$ cat src/rtl/dac_pair_interleaver.sv
// dac_pair_interleaver
// Buffers signed two-channel sample pairs in a small FIFO and saturates each
// sample to DAC width on entry. The pairs are then serialised onto a single
// DAC bus as channel A then channel B words, each qualified by an active-low
// write strobe.
module dac_pair_interleaver #(
    parameter int DW         = 16,
    parameter int AW         = 14,
    parameter int FIFO_DEPTH = 4
) (
    input  logic                          dac_clk_i,
    input  logic                          dac_rstn_i,
    input  logic                          en_i,
    input  logic                          clr_i,
    input  logic [DW-1:0]                 s_dat_a_i,
    input  logic [DW-1:0]                 s_dat_b_i,
    input  logic                          s_valid_i,
    output logic                          s_ready_o,
    output logic [AW-1:0]                 dac_dat_o,
    output logic                          dac_sel_o,
    output logic                          dac_wrt_o,
    output logic [$clog2(FIFO_DEPTH):0]   fifo_lvl_o,
    output logic                          underflow_o
);

    localparam int PW = $clog2(FIFO_DEPTH);
    localparam int LW = PW + 1;
    localparam logic [LW-1:0] FULL_LVL = LW'(FIFO_DEPTH);
    // enc(0): mid-scale code
    localparam logic [AW-1:0] MID_CODE = {1'b0, {(AW-1){1'b1}}};
    localparam logic [AW-1:0] SAT_MAX  = {1'b0, {(AW-1){1'b1}}};
    localparam logic [AW-1:0] SAT_MIN  = {1'b1, {(AW-1){1'b0}}};

    typedef enum logic [1:0] {IDLE, CHA, CHB} state_e;

    state_e          state_q, state_d;
    logic [PW-1:0]   wr_ptr_q, wr_ptr_d;
    logic [PW-1:0]   rd_ptr_q, rd_ptr_d;
    logic [LW-1:0]   lvl_q, lvl_d;
    logic [AW-1:0]   hold_a_q, hold_a_d;
    logic [AW-1:0]   hold_b_q, hold_b_d;
    logic [AW-1:0]   dat_q, dat_d;
    logic            sel_q, sel_d;
    logic            wrt_q, wrt_d;
    logic            uf_q, uf_d;

    logic [AW-1:0]   mem_a [FIFO_DEPTH];
    logic [AW-1:0]   mem_b [FIFO_DEPTH];

    logic            push;
    logic            pop;
    logic            uf_set;

    // Clamp a signed DW-bit sample into the signed AW-bit range
    function automatic logic [AW-1:0] sat(input logic [DW-1:0] s);
        logic [DW-AW:0] top;
        top = s[DW-1:AW-1];
        if ((&top) || !(|top))
            return s[AW-1:0];
        else if (s[DW-1])
            return SAT_MIN;
        else
            return SAT_MAX;
    endfunction

    // Offset-inverted DAC code: sign bit kept, magnitude bits inverted
    function automatic logic [AW-1:0] enc(input logic [AW-1:0] s);
        return {s[AW-1], ~s[AW-2:0]};
    endfunction

    assign s_ready_o   = (lvl_q != FULL_LVL);
    assign fifo_lvl_o  = lvl_q;
    assign dac_dat_o   = dat_q;
    assign dac_sel_o   = sel_q;
    assign dac_wrt_o   = wrt_q;
    assign underflow_o = uf_q;

    // Handshake qualifiers: pop only where a new pair may start
    always_comb begin
        push   = s_valid_i && s_ready_o;
        pop    = en_i && (lvl_q != '0) && ((state_q == IDLE) || (state_q == CHB));
        uf_set = en_i && (lvl_q == '0) && (state_q == CHB);
    end

    // FIFO pointers, level and hold registers
    always_comb begin
        wr_ptr_d = wr_ptr_q;
        rd_ptr_d = rd_ptr_q;
        lvl_d    = lvl_q;
        hold_a_d = hold_a_q;
        hold_b_d = hold_b_q;
        if (push)
            wr_ptr_d = wr_ptr_q + PW'(1);
        if (pop) begin
            rd_ptr_d = rd_ptr_q + PW'(1);
            hold_a_d = mem_a[rd_ptr_q];
            hold_b_d = mem_b[rd_ptr_q];
        end
        if (push && !pop)
            lvl_d = lvl_q + LW'(1);
        else if (pop && !push)
            lvl_d = lvl_q - LW'(1);
    end

    // Next-state logic
    always_comb begin
        state_d = state_q;
        case (state_q)
            IDLE:    if (en_i && (lvl_q != '0)) state_d = CHA;
            CHA:     state_d = CHB;
            CHB:     state_d = en_i ? CHA : IDLE;
            default: state_d = IDLE;
        endcase
    end

    // Registered bus outputs follow the state being entered; on a pop the
    // A word comes straight from the FIFO since the hold register loads on
    // the same edge
    always_comb begin
        dat_d = dat_q;
        sel_d = 1'b0;
        wrt_d = 1'b1;
        case (state_d)
            CHA: begin
                dat_d = pop ? enc(mem_a[rd_ptr_q]) : enc(hold_a_q);
                sel_d = 1'b0;
                wrt_d = 1'b0;
            end
            CHB: begin
                dat_d = enc(hold_b_q);
                sel_d = 1'b1;
                wrt_d = 1'b0;
            end
            default: begin
                dat_d = dat_q;
                sel_d = 1'b0;
                wrt_d = 1'b1;
            end
        endcase
    end

    // Sticky underflow: a set event takes priority over clear
    always_comb begin
        uf_d = uf_q;
        if (uf_set)
            uf_d = 1'b1;
        else if (clr_i)
            uf_d = 1'b0;
    end

    // State, control and output registers
    always_ff @(posedge dac_clk_i or negedge dac_rstn_i) begin
        if (!dac_rstn_i) begin
            state_q  <= IDLE;
            wr_ptr_q <= '0;
            rd_ptr_q <= '0;
            lvl_q    <= '0;
            hold_a_q <= '0;
            hold_b_q <= '0;
            dat_q    <= MID_CODE;
            sel_q    <= 1'b0;
            wrt_q    <= 1'b1;
            uf_q     <= 1'b0;
        end else begin
            state_q  <= state_d;
            wr_ptr_q <= wr_ptr_d;
            rd_ptr_q <= rd_ptr_d;
            lvl_q    <= lvl_d;
            hold_a_q <= hold_a_d;
            hold_b_q <= hold_b_d;
            dat_q    <= dat_d;
            sel_q    <= sel_d;
            wrt_q    <= wrt_d;
            uf_q     <= uf_d;
        end
    end

    // FIFO storage holds saturated samples; contents are don't-care while empty
    always_ff @(posedge dac_clk_i) begin
        if (push) begin
            mem_a[wr_ptr_q] <= sat(s_dat_a_i);
            mem_b[wr_ptr_q] <= sat(s_dat_b_i);
        end
    end

endmodule

$ cat config.mk
export PLATFORM = sky130hd
export DESIGN_NAME = dac_pair_interleaver
export DESIGN_NICKNAME = d
export VERILOG_FILES = /design/src/rtl/dac_pair_interleaver.sv
export SDC_FILE = /design/constraint.sdc
export NUM_CORES = 1
export LEC_CHECK = 0
export ABC_AREA = 1
export ABC_CLOCK_PERIOD_IN_PS = 2450
export BUFFER_PORTS_ARGS = -buffer_cell sky130_fd_sc_hd__buf_2
export CORE_UTILIZATION = 54
export CTS_CLUSTER_SIZE = 30
export DETAILED_ROUTE_END_ITERATION = 7
export HOLD_SLACK_MARGIN = 0.02
export PLACE_DENSITY_LB_ADDON = 0.2
export SYNTH_ARGS = -nofsm -noshare
export SYNTH_HDL_FRONTEND = slang
export SYNTH_SLANG_ARGS = --single-unit
$ cat constraint.sdc
create_clock -name dac_clk_i -period 2.45 [get_ports dac_clk_i]
set_clock_uncertainty 0.05 [all_clocks]
set_input_delay 0.49 -clock dac_clk_i [delete_from_list [all_inputs] [get_ports dac_clk_i]]
set_output_delay 0.49 -clock dac_clk_i [all_outputs]
set_load 0.05 [all_outputs]
==> impl_metrics.env <==
export IMPL_outcome="complete, no violations"
export IMPL_antennaDiodeCount=0
export IMPL_worst_slew_pin_slew_ns=0.697
export IMPL_viasPerCell=5.09
export IMPL_cts_sinks=165
export IMPL_wl_per_cell_um=15.0
export IMPL_pwr_density_cell_mw_per_mm2=1310
export IMPL_seq_area_mm2=0.00471
export IMPL_worst_setup_path_type="flop to flop"
export IMPL_synth_cell_types=29
export IMPL_nets=820
export IMPL_post_cts_resized=0
export IMPL_ir_worst_vdd_mv=0.558
export IMPL_syn_to_final_growth_pct=13.3
export IMPL_arrival_ns=2.23
export IMPL_synth_top_area_share_pct=46.9
export IMPL_ys_flop_type="edfxtp_1"
export IMPL_grt_pass1_vias=4492
export IMPL_hold_depth=2
export IMPL_hold_class="input pin to flop"
export IMPL_power_leakage_nw=3.71
export IMPL_portBuffers=57
export IMPL_start_util_pct=56.2
export IMPL_dpl_instance_area_mm2=0.00758
export IMPL_max_slew_margin_pct=53.5
export IMPL_dieHeight_um=117
export IMPL_grt_pass1_wl_mm=22.6
export IMPL_holdWs_ns=0.218
export IMPL_coreArea_mm2=0.0128
export IMPL_critPathLaunchType="flop"
export IMPL_htree_levels=4
export IMPL_synth_edff_count=112
export IMPL_max_cap_viol_count=0
export IMPL_instances_no_fill=961
export IMPL_final_area_mm2=0.00813
export IMPL_reg2reg_depth=8
export IMPL_fin_crit_sh_pct=80.8
export IMPL_finalSetupTns_ns=0
export IMPL_cts_hold_buf=1
export IMPL_synth_commonest_cells="215 x nand2_1, 112 x edfxtp_1, 97 x inv_1, 76 x nor2_1, 46 x nand3_1"
export IMPL_clk_latency_ns=0.42
export IMPL_multi_input_area_mm2=0.00187
export IMPL_antenna_found_initial=0
export IMPL_setup_viol=0
export IMPL_grt_max_degree=58
export IMPL_power_total_mw=10.7
export IMPL_dp_cells=929
export IMPL_hpwlAfterDp_mm=8.82
export IMPL_yosys_top_cells_area="edfxtp_1 47%, dfrtp_1 14%, nand2_1 11%"
export IMPL_place_worst_setup_slack_ns=0.393
export IMPL_syn_avg_cell_area_um2=9.99
export IMPL_clock_fmax_ghz=0.505
export IMPL_yosysMostFrequentCell="nand2_1"
export IMPL_cts_tree="built"
export IMPL_drt_iter0_markers=414
export IMPL_drtAntennaViolNets=0
export IMPL_hold_path_end="underflow_o"
export IMPL_post_route_util_pct=63.7
export IMPL_ys_ff_latch=165
export IMPL_fill_cells=1015
export IMPL_overflow=0
export IMPL_synth_nets=761
export IMPL_ys_seq_area_share_pct=65.6
export IMPL_cp_max_fo=4
export IMPL_rsz0062_at_grt="false"
export IMPL_syn_inst=718
export IMPL_cp_end_kind="flop"
export IMPL_r2r_end="fifo_lvl_o[1]"
export IMPL_layout_setup_ws_ns=0.471
export IMPL_cts_buffers=17
export IMPL_synth_top_cell_by_area="edfxtp_1"
export IMPL_yosysWarnings=0
export IMPL_r2r_start="fifo_lvl_o[1]"
export IMPL_track_usage_pct=22.7
export IMPL_synth_async_reset_ratio_pct=32.1
export IMPL_min_delay_start="clr_i"
export IMPL_drc=0
export IMPL_path_clk_slew_ns=0.06
export IMPL_cts_setup_buffers=0
export IMPL_routabilityCongestion=0.789
export IMPL_worstPathRequired_ns=2.70
export IMPL_ctsLongestPathBuffers=2
export IMPL_finalMaxSlewViolations=0
export IMPL_period_minus_slack_ns=1.98
export IMPL_die_w_um=117
export IMPL_vias=4894
export IMPL_rows=41
export IMPL_final_hold_viol_count=0
export IMPL_drt_wl_total_mm=14.4
export IMPL_layout_drive_gt1_share_pct=17.0
export IMPL_syn_area_mm2=0.00717
export IMPL_io_pins=58
export IMPL_drtPass1Iterations=6
export IMPL_r2r_slack_ns=0.47
export IMPL_die_area_mm2=0.0138
export IMPL_root_buffer="clkbuf_16"
[cell families (layout without fill, tap and decap cells)]
| family | Yosys count | count (layout) | synth area share, % |
|---|---|---|---|
| compound gates | 49 | 49 | 3.84 |
| flops | 165 | 165 | 65.6 |
| simple gates | 357 | 357 | 20.2 |
| mux | 1 | 1 | 0.157 |
| buf+inv | 136 | 207 | 8.51 |
| xor+xnor | 4 | 4 | 0.488 |
| fa+ha+maj | 6 | 6 | 1.15 |
[critical path: stages, from the launching register on]
cell and delay (ns):
dfrtp_2 0.44, nor2_4 0.18, nand2_2 0.07, nand2_1 0.07, inv_1 0.07, ha_1 0.19
inv_1 0.10, fa_1 0.42, mux2_2 0.27
[sequential cells by signal, indices dropped and copies added, names as in the netlist]
signal	flops
mem_a	56
mem_b	56
dac_dat_o	14
hold_a_q	14
hold_b_q	14
fifo_lvl_o	3
rd_ptr_q	2
wr_ptr_q	2
dac_sel_o	1
dac_wrt_o	1
state_q	1
underflow_o	1
[cell usage in the layout (no fill, tap or decap), drive strengths merged, types with 13 or more instances in the layout]
| cell | Yosys | routed |
|---|---|---|
| nand2 | 218 | 218 |
| o21ai | 32 | 32 |
| a31oi | 13 | 13 |
| nor2 | 78 | 78 |
| inv | 102 | 103 |
| clkbuf | 4 | 17 |
| nand3 | 46 | 46 |
| dfstp | 14 | 14 |
| edfxtp | 112 | 112 |
| dfrtp | 39 | 39 |
| buf | 30 | 73 |
| nand4 | 14 | 14 |
[worst max path at each step]
stage	depth (start not counted)	end	from
final	8	fifo_lvl_o[1]	fifo_lvl_o[1]
after detailed placement	10	fifo_lvl_o[2]	en_i
after floorplan	7	fifo_lvl_o[1]	fifo_lvl_o[2]
after global routing	9	fifo_lvl_o[2]	fifo_lvl_o[1]
after CTS	8	fifo_lvl_o[1]	fifo_lvl_o[1]
after global placement	10	fifo_lvl_o[2]	en_i
[per-layer routing]
| layer | vias up | share of wire, % | GRT usage [%] |
|---|---|---|---|
| met5 | - | 0 | 0 |
| met2 | 118 | 49 | 37.9 |
| met4 | 0 | 1.1 | 7.17 |
| li1 | 2415 | - | - |
| met1 | 2344 | 45 | 30.1 |
| met3 | 17 | 4.5 | 4.58 |
[power by group]
group	internal (mW)	switching [mW]
Combinational	1.11	2.87
Clock	1.38	1.03
Sequential	3.97	0.317
[area by class of cell]
| class | instances | share of cell area (%) |
|---|---|---|
| clock inverters | 14 | 1.40 |
| well taps | 172 | 2.65 |
| inverters | 102 | 4.71 |
| multi-input cells | 417 | 23.0 |
| repair buffers | 74 | 5.11 |
| clock buffers | 17 | 5.23 |
| flip-flops and latches | 165 | 57.9 |
(Power assumes the default switching activity.)
